--- src/rtl/writeback_arbiter.sv ---
// rtl/writeback_arbiter.sv - two-source register-file writeback arbiter with starvation guard (optional WB_R0_DISCARD_EN)
module writeback_arbiter #(
  parameter int DATA_W = 32,
  parameter int ADDR_W = 5
) (
  input  logic              clk,
  input  logic              rst_n,
  input  logic              alu_valid,
  output logic              alu_ready,
  input  logic [ADDR_W-1:0] alu_rd,
  input  logic [DATA_W-1:0] alu_data,
  input  logic              mem_valid,
  output logic              mem_ready,
  input  logic [ADDR_W-1:0] mem_rd,
  input  logic [DATA_W-1:0] mem_data,
  output logic              load_enable,
  output logic [ADDR_W-1:0] rc,
  output logic [DATA_W-1:0] ry,
  output logic [15:0]       wb_count
);

  typedef enum logic {MEM_PRI = 1'b0, ALU_PRI = 1'b1} state_t;

  state_t            r_state;
  state_t            w_next_state;
  logic              r_alu_full;
  logic              r_mem_full;
  logic [ADDR_W-1:0] r_alu_rd;
  logic [ADDR_W-1:0] r_mem_rd;
  logic [DATA_W-1:0] r_alu_data;
  logic [DATA_W-1:0] r_mem_data;
  logic [1:0]        r_starve;
  logic              r_load_enable;
  logic [ADDR_W-1:0] r_rc;
  logic [DATA_W-1:0] r_ry;
  logic [15:0]       r_wb_count;

  logic              w_grant_alu;
  logic              w_grant_mem;
  logic              w_grant_any;
  logic              w_alu_xfer;
  logic              w_mem_xfer;
  logic              w_alu_starving;
  logic              w_write;
  logic [ADDR_W-1:0] w_drain_rd;
  logic [DATA_W-1:0] w_drain_data;

  // Grant the priority slot if full, otherwise the other one; choose next priority mode
  always_comb begin
    w_next_state = r_state;
    w_grant_alu  = 1'b0;
    w_grant_mem  = 1'b0;
    case (r_state)
      MEM_PRI: begin
        if (r_mem_full)      w_grant_mem = 1'b1;
        else if (r_alu_full) w_grant_alu = 1'b1;
        // Second consecutive starved cycle flips priority toward the ALU slot
        if (r_alu_full && !w_grant_alu && (r_starve == 2'd1)) w_next_state = ALU_PRI;
      end
      ALU_PRI: begin
        if (r_alu_full)      w_grant_alu = 1'b1;
        else if (r_mem_full) w_grant_mem = 1'b1;
        if (w_grant_alu) w_next_state = MEM_PRI;
      end
      default: w_next_state = MEM_PRI;
    endcase
  end

  assign w_grant_any    = w_grant_alu | w_grant_mem;
  assign w_alu_starving = r_alu_full & ~w_grant_alu;
  assign w_drain_rd     = w_grant_alu ? r_alu_rd   : r_mem_rd;
  assign w_drain_data   = w_grant_alu ? r_alu_data : r_mem_data;

  // A slot accepts when empty or being drained this cycle; held off entirely during reset
  assign alu_ready  = rst_n & (~r_alu_full | w_grant_alu);
  assign mem_ready  = rst_n & (~r_mem_full | w_grant_mem);
  assign w_alu_xfer = alu_valid & alu_ready;
  assign w_mem_xfer = mem_valid & mem_ready;

`ifdef WB_R0_DISCARD_EN
  assign w_write = w_grant_any & (w_drain_rd != '0);
`else
  assign w_write = w_grant_any;
`endif

  // Priority FSM state and ALU starvation counter
  always_ff @(posedge clk) begin
    if (!rst_n) begin
      r_state  <= MEM_PRI;
      r_starve <= 2'd0;
    end else begin
      r_state <= w_next_state;
      if (w_grant_alu)                            r_starve <= 2'd0;
      else if (w_alu_starving && r_starve != 2'd3) r_starve <= r_starve + 2'd1;
    end
  end

  // Holding slots: refill wins over drain so a same-cycle drain+load stays full
  always_ff @(posedge clk) begin
    if (!rst_n) begin
      r_alu_full <= 1'b0;
      r_mem_full <= 1'b0;
      r_alu_rd   <= '0;
      r_alu_data <= '0;
      r_mem_rd   <= '0;
      r_mem_data <= '0;
    end else begin
      if (w_alu_xfer) begin
        r_alu_full <= 1'b1;
        r_alu_rd   <= alu_rd;
        r_alu_data <= alu_data;
      end else if (w_grant_alu) begin
        r_alu_full <= 1'b0;
      end
      if (w_mem_xfer) begin
        r_mem_full <= 1'b1;
        r_mem_rd   <= mem_rd;
        r_mem_data <= mem_data;
      end else if (w_grant_mem) begin
        r_mem_full <= 1'b0;
      end
    end
  end

  // Registered register-file write port and write counter
  always_ff @(posedge clk) begin
    if (!rst_n) begin
      r_load_enable <= 1'b0;
      r_rc          <= '0;
      r_ry          <= '0;
      r_wb_count    <= 16'd0;
    end else begin
      r_load_enable <= w_write;
      if (w_write) begin
        r_rc       <= w_drain_rd;
        r_ry       <= w_drain_data;
        r_wb_count <= r_wb_count + 16'd1;
      end
    end
  end

  assign load_enable = r_load_enable;
  assign rc          = r_rc;
  assign ry          = r_ry;
  assign wb_count    = r_wb_count;

endmodule

--- config.mk ---
export PLATFORM = sky130hd
export DESIGN_NAME = writeback_arbiter
export DESIGN_NICKNAME = d
export VERILOG_FILES = /design/src/rtl/writeback_arbiter.sv
export SDC_FILE = /design/constraint.sdc
export NUM_CORES = 1
export LEC_CHECK = 0
export ABC_AREA = 1
export BUFFER_PORTS_ARGS = -buffer_cell sky130_fd_sc_hd__buf_4
export CAP_MARGIN = 20
export CORE_MARGIN = 4
export CORE_UTILIZATION = 53
export DETAILED_ROUTE_END_ITERATION = 10
export PLACE_DENSITY = 0.83
export SYNTH_ARGS = -nofsm -noshare
export SYNTH_HDL_FRONTEND = slang
export SYNTH_SLANG_ARGS = --single-unit
--- constraint.sdc ---
create_clock -name clk -period 1.34 [get_ports clk]
set_input_delay 0.268 -clock clk [delete_from_list [all_inputs] [get_ports clk]]
set_output_delay 0.268 -clock clk [all_outputs]
set_load 0.005 [all_outputs]
Word level (Yosys, flattened, before mapping). Index checks and enable logic that the tools add are counted. W data, S select, Z words.

Add/subtract/negate cells: 2. Equal/unequal tests: 2. Mux-type cells: 17. Bitwise operators: 13. Reductions and logical operators: 7.

Operators by type and width (count): $mux W32 (1); $add A16 B1 Y16 const B (1); $mux W1 (12); $pmux W1 S2 (3); $and A1 B1 Y1 (5); $mux W5 (1); $not A1 Y1 (5); $reduce_bool A2 Y1 (2); $logic_and A1 B1 Y1 (3); $or A1 B1 Y1 (3); $add A2 B1 Y2 const B (1); $eq A2 B1 Y1 const B (1); $ne A2 B2 Y1 const B (1); $reduce_or A2 Y1 (1); $logic_not A1 Y1 (1).

Flip-flop bits (word level): 133. Input port bits: 78. Output and inout bits: 56. Word-level logic and storage cells: 53.

Longest topological paths before layout. Gate-level depths: netlist (run 1).

Depth after elaboration: 8. Gate-level depth with buffers: 11. Mapped depth without buffers: 9.

Worst setup path before layout (run 1). OpenSTA, ideal clock, no wires.

Path type: register -> register. Start point: register r_wb_count[0], in the netlist wb_count[0]. End point: register r_wb_count[14], in the netlist wb_count[14]. Setup time: 0.115 ns. Data arrival time: 1.150 ns. Data required time: 1.225 ns. Setup slack: 0.076 ns. Stages on the path, launching flop included: 9. Period minus slack after synthesis: 1.264 ns. Cells stage by stage: dfxtp_1 > ha_1 > nand2_1 > nor2_1 > nand2_1 > nor2_1 > nand3_1 > nand2_1 > nor2_1.

Longest elaborated chain between the ends: 1.

Ends and longest elaborated chain: start, declared (line 36) `logic [15:0] r_wb_count;`; start signal, assigned (line 137) `r_wb_count <= r_wb_count + 16'd1;`; $add A16 B1 Y16 (line 137).

No other way between the ends. A chain may end at the register's enable or synchronous reset.

Final worst setup path (run 1).
Start point: register r_alu_full. End point: output port alu_ready.

Longest elaborated chain between the ends: 6.

Ends and longest elaborated chain: start, declared (line 26) `logic r_alu_full;`; start signal, assigned (line 101) `r_alu_full <= 1'b0;`; start signal, assigned (line 109) `r_alu_full <= 1'b1;`; start signal, assigned (line 113) `r_alu_full <= 1'b0;`; $mux W1 (line 56, 61); $mux W1 (line 55) `if (r_mem_full) w_grant_mem = 1'b1;`; $mux W1 (line 53) `case (r_state)`; $pmux W1 S2 (line 53); $or A1 B1 Y1 * (line 75) `assign alu_ready = rst_n & (~r_alu_full | w_grant_alu);`; $and A1 B1 Y1 * (line 75); end, declared (line 9) `output logic alu_ready,`.

Every way passes the cells marked *; elsewhere a longest branch is shown, timed or not. The select of a mux whose other input is x is not followed.

==> results by group, run 1 <==
Outcome
  – Status: finished with violations
  – Failing checks: hold timing, setup timing

Global route
  – Number of antenna violations at the first check in global routing: 0
  – Total GRT Usage: 0.323
  – Global-route wire length before repair: ~30000 um
  – Vias in the first global route: ~6200
  – Gr ovfl total: 0
  – Largest net degree at the start of global routing: 53

CTS
  – Clock buffer depth: 2
  – Total CTS buffers: 17
  – CTS tree: yes
  – Clk slew on worst S/H paths: 0.06 ns
  – Root buf cell: clkbuf_8
  – Worst skew pair latency: 0.56 ns
  – Depth of the CTS H-tree: 4
  – Sink Count: 133

Timing
  – Pins Over Slew Limit: 0
  – Final hold viol count: 2
  – RSZ-0062 raised after global routing: true
  – # setup viols final: 101
  – Slew headroom: 0.521
  – Final TNS setup: -16.10 ns
  – Fin crit period: about 1.8 ns
  – Worst Skew: 0.0141 ns
  – Hold WS: -0.00836 ns
  – Tightest Pin Transition: roughly 0.72 ns
  – Max frequency: roughly 560 MHz
  – Tcrit/Tclk final: 1.34
  – Final WS setup: -0.452 ns

Drt
  – Highest routed layer: met4
  – Final ANT Viol Nets: 0
  – Metal3 WL: approximately 3600 um
  – Via density per instance: about 6.5
  – Remaining DRCs: 0
  – Wirelength per Cell: ~24 um
  – DR iter-0 viols: 1095
  – Final WL: 27000 um
  – WL met2: 12000 um
  – Drt first pass iters: 6
  – Via count: 7161
  – Wl on met1: 8700 um

Worst setup path
  – Reg2Reg Launch Point: r_alu_full
  – R2R Setup Slk: -0.45 ns
  – Slowest stage delay, CP: 0.38 ns
  – Worst Path Max Fanout: 3
  – Critical path arrival: approximately 1.5 ns
  – Worst Setup SP: r_alu_full
  – Sequence of cells on the critical path: inv_2 -> nor2_4 -> inv_2 -> nand2_2 -> inv_2 -> buf_6
  – CP startpoint kind: flip-flop
  – CP most frequent cell: inv_2
  – Setup crit end kind: primary output
  – Crit Reg-Reg Endpoint: r_alu_rd[4]
  – Worst Path Required: 1.07 ns
  – Kind of critical path: reg -> out
  – Critical-path top delay cell: dfxtp_2
  – Worst Reg-to-Reg Cells: 11

Synthesis
  – Synth top area cells: dfxtp_1 49%, nand3_1 18%, nand2_1 10%
  – Post-synth EDFFs: 0
  – Async S/R FF share, synth: 0
  – Register area share after synthesis: 0.486
  – Synth Net Count: approximately 820
  – Synth warnings: 0
  – Mapped Area: about 0.0055 mm2
  – Synthesis-stage register bit count: 133
  – Synthesized instance count: 735
  – Synth area leader: dfxtp_1
  – Synthesized area per cell: between 7 and 8 um2
  – Post-synth top area share: 0.486
  – Unique masters post-synth: 26
  – Primary FF master, synth: dfxtp_1

Placed design
  – RePlAce Congestion: 0.836
  – Dpl cells: 979
  – Port Buffers: about 130
  – Post-DP HPWL: 10500 um

Power and ir drop
  – Sequential share of power: 0.379
  – Peak supply drop: 1.09 mV
  – Clock Power Share: 0.462
  – P_leak: between 0.004 and 0.005 uW
  – Internal: 8570 uW
  – PwrDens: 1300 mW/mm2
  – Sw Share: 0.267
  – Sw Pwr: roughly 3100 uW
  – Combinational Power Share: 0.159

Worst hold path
  – Hold Crit Class: in -> reg
  – WHS Path Cells: 3
  – Hold path endpoint: r_alu_data[14]
  – Beginning of the worst hold path: alu_data[14]

Floorplan
  – Core ar.: 0.00991 mm2
  – Chip width: 110 um
  – Die footprint: approximately 0.012 mm2
  – Io pins: 134
  – Rows: 36
  – Initial Util: 0.553
  – Die Y: 110 um

Cells and area
  – Fraction of layout cells with a size suffix above 1: 0.372
  – Cell Count, Final, Fillers Out: 1105
  – Fillers: 331
  – Nets: 1041
  – Diodes inserted: 0
  – P&R area growth vs syn: 64.7%

Job
  – Maxcap violations: 0
## sequential cells by signal, summed over array words and instances (netlist names)
register / count
r_mem_rd: 5
r_alu_full: 1
r_starve: 2
r_state: 1
r_alu_data: 32
wb_count: 16
rc: 5
ry: 32
r_mem_data: 32
r_mem_full: 1
load_enable: 1
r_alu_rd: 5
## placed cells by master (no fill, tap or decap), types with 5 or more instances in the layout
cell,n
nand3_2,34
dfxtp_2,11
o21ai_0,10
inv_2,7
nor2_2,5
dlygate4sd3_1,70
bufinv_16,6
nand2_4,13
o21ai_1,41
clkbuf_16,23
buf_12,8
nand2_2,20
inv_1,56
nand2_1,120
nor3_1,5
o21ai_2,29
a21oi_1,14
buf_4,160
dfxtp_1,117
nand3_1,158
dfxtp_4,5
buf_8,5
nor2_1,13
buf_6,9
## per-stage QoR
| step | util | setup slack (ns) | cell area [um2] | total power, uW |
|---|---|---|---|---|
| after CTS | 0.823 | -0.305 | 8150 | 10900 |
| after global placement | 0.673 | 0.0937 | 6670 | 5440 |
| after global routing | 0.910 | -0.461 | 9020 | 11900 |
| final | 0.910 | -0.452 | 9020 | 11700 |
| after floorplan | - | 0.0755 | 5480 | 4960 |
| after detailed placement | 0.673 | -0.0112 | 6670 | 5490 |
## kinds of logic (layout without fill, tap and decap cells)
group	after synthesis	in the layout	synth area share
DFF	133	133	0.486
xor gates and xnor gates	1	1	0.00160
AOI/OAI and AO/OA	98	98	0.0895
buffers and inverters	118	354	0.0998
adders and majority gates	3	3	0.00685
and+or+nand+nor	382	383	0.316
## cell type report
type	instances	area [um2]	area share
repair buffers	259	2410	0.268
clock buffers	19	442	0.0490
clock inverters	12	226	0.0251
inverters	64	243	0.0269
multi-input cells	485	2840	0.314
flip-flops and latches	133	2700	0.299
well taps	133	166	0.0184
## layer usage
layer	vias up	global-route usage
met5	-	0
met4	0	0.183
met3	280	0.0840
met2	788	0.564
met1	3204	0.354
li1	2889	-
## worst max-delay path: cells and delay by family (launching register included)
kind | cells | cell delay [ns]
buf+inv | 4 | 0.33
flops | 1 | 0.38
simple gates | 2 | 0.25
## Yosys cell counts (2+ instances only)
library cell  instances
inv_2                 5
clkbuf_2              3
ha_1                  3
nor3_1                5
nand2_2               2
nor2_1               20
clkbuf_1             12
or2_2                 2
buf_4                 4
inv_1                58
buf_6                 7
o21ai_0              67
a21oi_1              17
buf_2                24
buf_1                 4
nand2_1             152
dfxtp_1             133
o21ai_1              14
nand3_1             195
nand4_1               2
## worst max path at each step
stage	to	cells past startpoint	slack, ns
floorplan	wb_count[14]	8	0.08
global placement	wb_count[14]	8	0.09
detailed placement	ry[22]	7	-0.01
CTS	alu_ready	7	-0.31
global route	r_alu_rd[4]	11	-0.46
finish	alu_ready	6	-0.45
## power by group through the flow
stage	combinational, uW	sequential, uW	clock, uW
detailed placement	1090	4400	0
global route	1950	4440	5480
global placement	1050	4390	0
floorplan	563	4390	0
CTS	1350	4340	5240
finish	1860	4430	5400
## timing repair
item,CTS,global route
endpoints found under the hold margin,69,1
buffers inserted,14,5
setup endpoints to repair,18,113
hold buffers,69,1
pin swaps,2,59
resized for setup,24,206
cloned,0,13
Note: power is estimated with default switching activity, not from simulation.
==> run 2: changes to the inputs <==
TNS_END_PERCENT = 1   (was default)
==> run 2 against run 1 <==
  * Wire length down 24%
  * Clock power down 2%
  * The run ends with setup timing left
  * Combinational power down 22%
  * Global-route usage up 0.062 points
  * Critical path type is now reg -> reg
  * Hold slack better by 0.012 ns
  * Utilization down 7.0 points
  * Critical endpoint is now r_alu_data[19]
  * Count of clock-buffer cells in the layout unchanged
  * Non-clock buffer count down 10
  * Design area down 7.7%
  * Worst setup slack better by 0.055 ns
==> results by group, run 2 (synthesized netlist as in run 1, its figures left out) <==
Outcome
  – Status: finished with violations
  – Failing checks: setup timing

Worst setup path
  – Worst Path Max Fanout: 15 (+12)
  – Worst Path Required: 1.76 ns (+0.69 ns)
  – Kind of critical path: reg -> reg
  – Setup crit end kind: flip-flop
  – Worst Reg-to-Reg Cells: 12 (+1)
  – CP startpoint kind: flip-flop
  – Critical path arrival: 2.16 ns (+0.64 ns)

Drt
  – Final ANT Viol Nets: 0 (unchanged)
  – Via density per instance: 5.82 (-10%)
  – Wirelength per Cell: 18.7 um (-23%)
  – Remaining DRCs: 0 (unchanged)
  – Final WL: 20500 um (-24%)
  – Drt first pass iters: 7 (+1)
  – DR iter-0 viols: 718 (-34%)
  – Via count: 6372 (-11%)

CTS
  – Root buf cell: clkbuf_8
  – Clock buffer depth: 2 (unchanged)
  – Clk slew on worst S/H paths: 0.06 ns (about the same)
  – Worst skew pair latency: 0.53 ns (-0.03 ns)
  – Total CTS buffers: 17 (unchanged)
  – Sink Count: 133 (unchanged)
  – Depth of the CTS H-tree: 4 (unchanged)
  – CTS tree: yes

Floorplan
  – Core ar.: 0.00991 mm2 (unchanged)
  – Initial Util: 0.553 (unchanged)
  – Die footprint: 0.0120 mm2 (unchanged)
  – Rows: 36 (unchanged)
  – Die Y: 110 um (unchanged)
  – Io pins: 134 (unchanged)
  – Chip width: 110 um (unchanged)

Cells and area
  – Fillers: 499 (+51%)
  – Multi-input combinational cell area: 0.00235 mm2 (-17%)
  – P&R area growth vs syn: 52.1%
  – Storage element area: 0.00269 mm2 (-0.28%)
  – Most frequent cells in the layout: 194 x nand3_1, 160 x buf_4, 149 x nand2_1
  – Commonest non-fill, non-tap cell in the layout: nand3_1
  – Nets: 1030 (-1.1%)
  – Fraction of layout cells with a size suffix above 1: 0.264 (-0.108)
  – Fin util: 0.841 (-0.0697)

Worst hold path
  – Hold Crit Class: in -> reg
  – WHS Path Cells: 3 (unchanged)

Timing
  – Fin crit period: 1.74 ns (-0.0545 ns)
  – Worst Skew: 0.00546 ns (-0.00860 ns)
  – Tightest Pin Transition: 0.543 ns (-0.175 ns)
  – Tcrit/Tclk final: 1.30 (-0.0407)
  – Final TNS setup: -13.99 ns (+2.11 ns)
  – Slew headroom: 0.638 (+0.117)
  – Final hold viol count: 0 (-2)
  – Final WS setup: -0.398 ns (+0.0545 ns)
  – RSZ-0062 raised after global routing: true
  – Max frequency: 576 MHz (+3.1%)
  – Pins Over Slew Limit: 0 (unchanged)
  – # setup viols final: 56 (-45%)
  – Hold WS: 0.00386 ns (+0.0122 ns)

Global route
  – Vias in the first global route: 6232 (+0.14%)
  – Global-route wire length before repair: 30000 um (+0.21%)
  – Largest net degree at the start of global routing: 53 (unchanged)
  – Gr ovfl total: 0 (unchanged)
  – Total GRT Usage: 0.324 (+0.000622)
  – Number of antenna violations at the first check in global routing: 0 (unchanged)

Job
  – Maxcap violations: 0 (unchanged)

Power and ir drop
  – P_leak: 0.00392 uW (-4.2%)
  – Peak supply drop: 1.11 mV (+1.1%)
  – PwrDens: 1330 mW/mm2 (+2.9%)

Placed design
  – Pre-CTS setup slack: -0.0112 ns (unchanged)
  – Port Buffers: 133 (unchanged)
  – Post-DP HPWL: 10500 um (unchanged)
  – RePlAce Congestion: 0.836 (unchanged)
## run 2: cell types whose count changed in the layout (fill, tap and decap cells not counted), moves of 3 or more
cell / previous run / this run
nand3_1: 158 / 194
nand3_2: 34 / 1
o21ai_0: 10 / 43
nand2_1: 120 / 149
o21ai_2: 29 / 3
nand2_2: 20 / 2
nand2_4: 13 / 3
o21ai_1: 41 / 35
clkbuf_16: 23 / 18
buf_8: 5 / 2
nand3_4: 3 / 0
nor2_2: 5 / 2
## run 2: path summary, 6_finish.rpt
path / start / to / slack, ns
setup / recovery: r_state / r_alu_data[19] / -0.40
hold reg to reg: r_mem_rd[3] / r_mem_rd[3] / 0.46
setup reg to reg: r_state / r_alu_data[19] / -0.40
hold / removal: alu_data[14] / r_alu_data[14] / 0.004
## run 2: layer usage
metal	vias up	routed length, um	global-route usage
met2	479	9970	0.565
met3	140	1900	0.0840
met5	-	0	0
met4	0	1450	0.183
met1	2896	7190	0.355
li1	2857	-	-
## run 2: area by class of cell
| cell class | count | area share |
|---|---|---|
| diodes | 1 | 0.000300 |
| clock inverters | 12 | 0.0272 |
| flip-flops and latches | 133 | 0.323 |
| clock buffers | 19 | 0.0530 |
| well taps | 133 | 0.0200 |
| multi-input cells | 484 | 0.282 |
| repair buffers | 249 | 0.266 |
| inverters | 64 | 0.0291 |
## run 2: repair_timing
item / CTS / global route
pin swaps: 2 / 3
hold buffers: 69 / 0
resized for setup: 23 / 53
gates cloned: 0 / 2
endpoints found under the hold margin: 69 / 0
buffers inserted: 12 / 1
endpoints found under the setup margin: 18 / 117
## run 2: power breakdown
part / internal [uW] / switching, uW / total (uW)
Clock: 3490 / 1800 / 5300
Combinational: 717 / 741 / 1460
Sequential: 4200 / 160 / 4350
Total: 8410 / 2700 / 11100
## run 2: per-stage QoR
| step | instance area [um2] | instances | power (uW) |
|---|---|---|---|
| floorplan | 5480 | 735 | 4960 |
| global placement | 6670 | 979 | 5440 |
| global route | 8330 | 1094 | 11400 |
| CTS | 8170 | 1091 | 10900 |
| detailed placement | 6670 | 979 | 5490 |
| finish | 8330 | 1095 | 11100 |
## run 2: worst max-delay path, cell delays in order, from the launching register on
cell,delay [ns]
dfxtp_2,0.34
inv_2,0.09
nand2_4,0.07
nor2_4,0.12
inv_2,0.06
nand2_2,0.07
inv_2,0.06
buf_4,0.13
buf_4,0.13
buf_6,0.13
buf_4,0.20
nand3_1,0.13
nand2_1,0.09
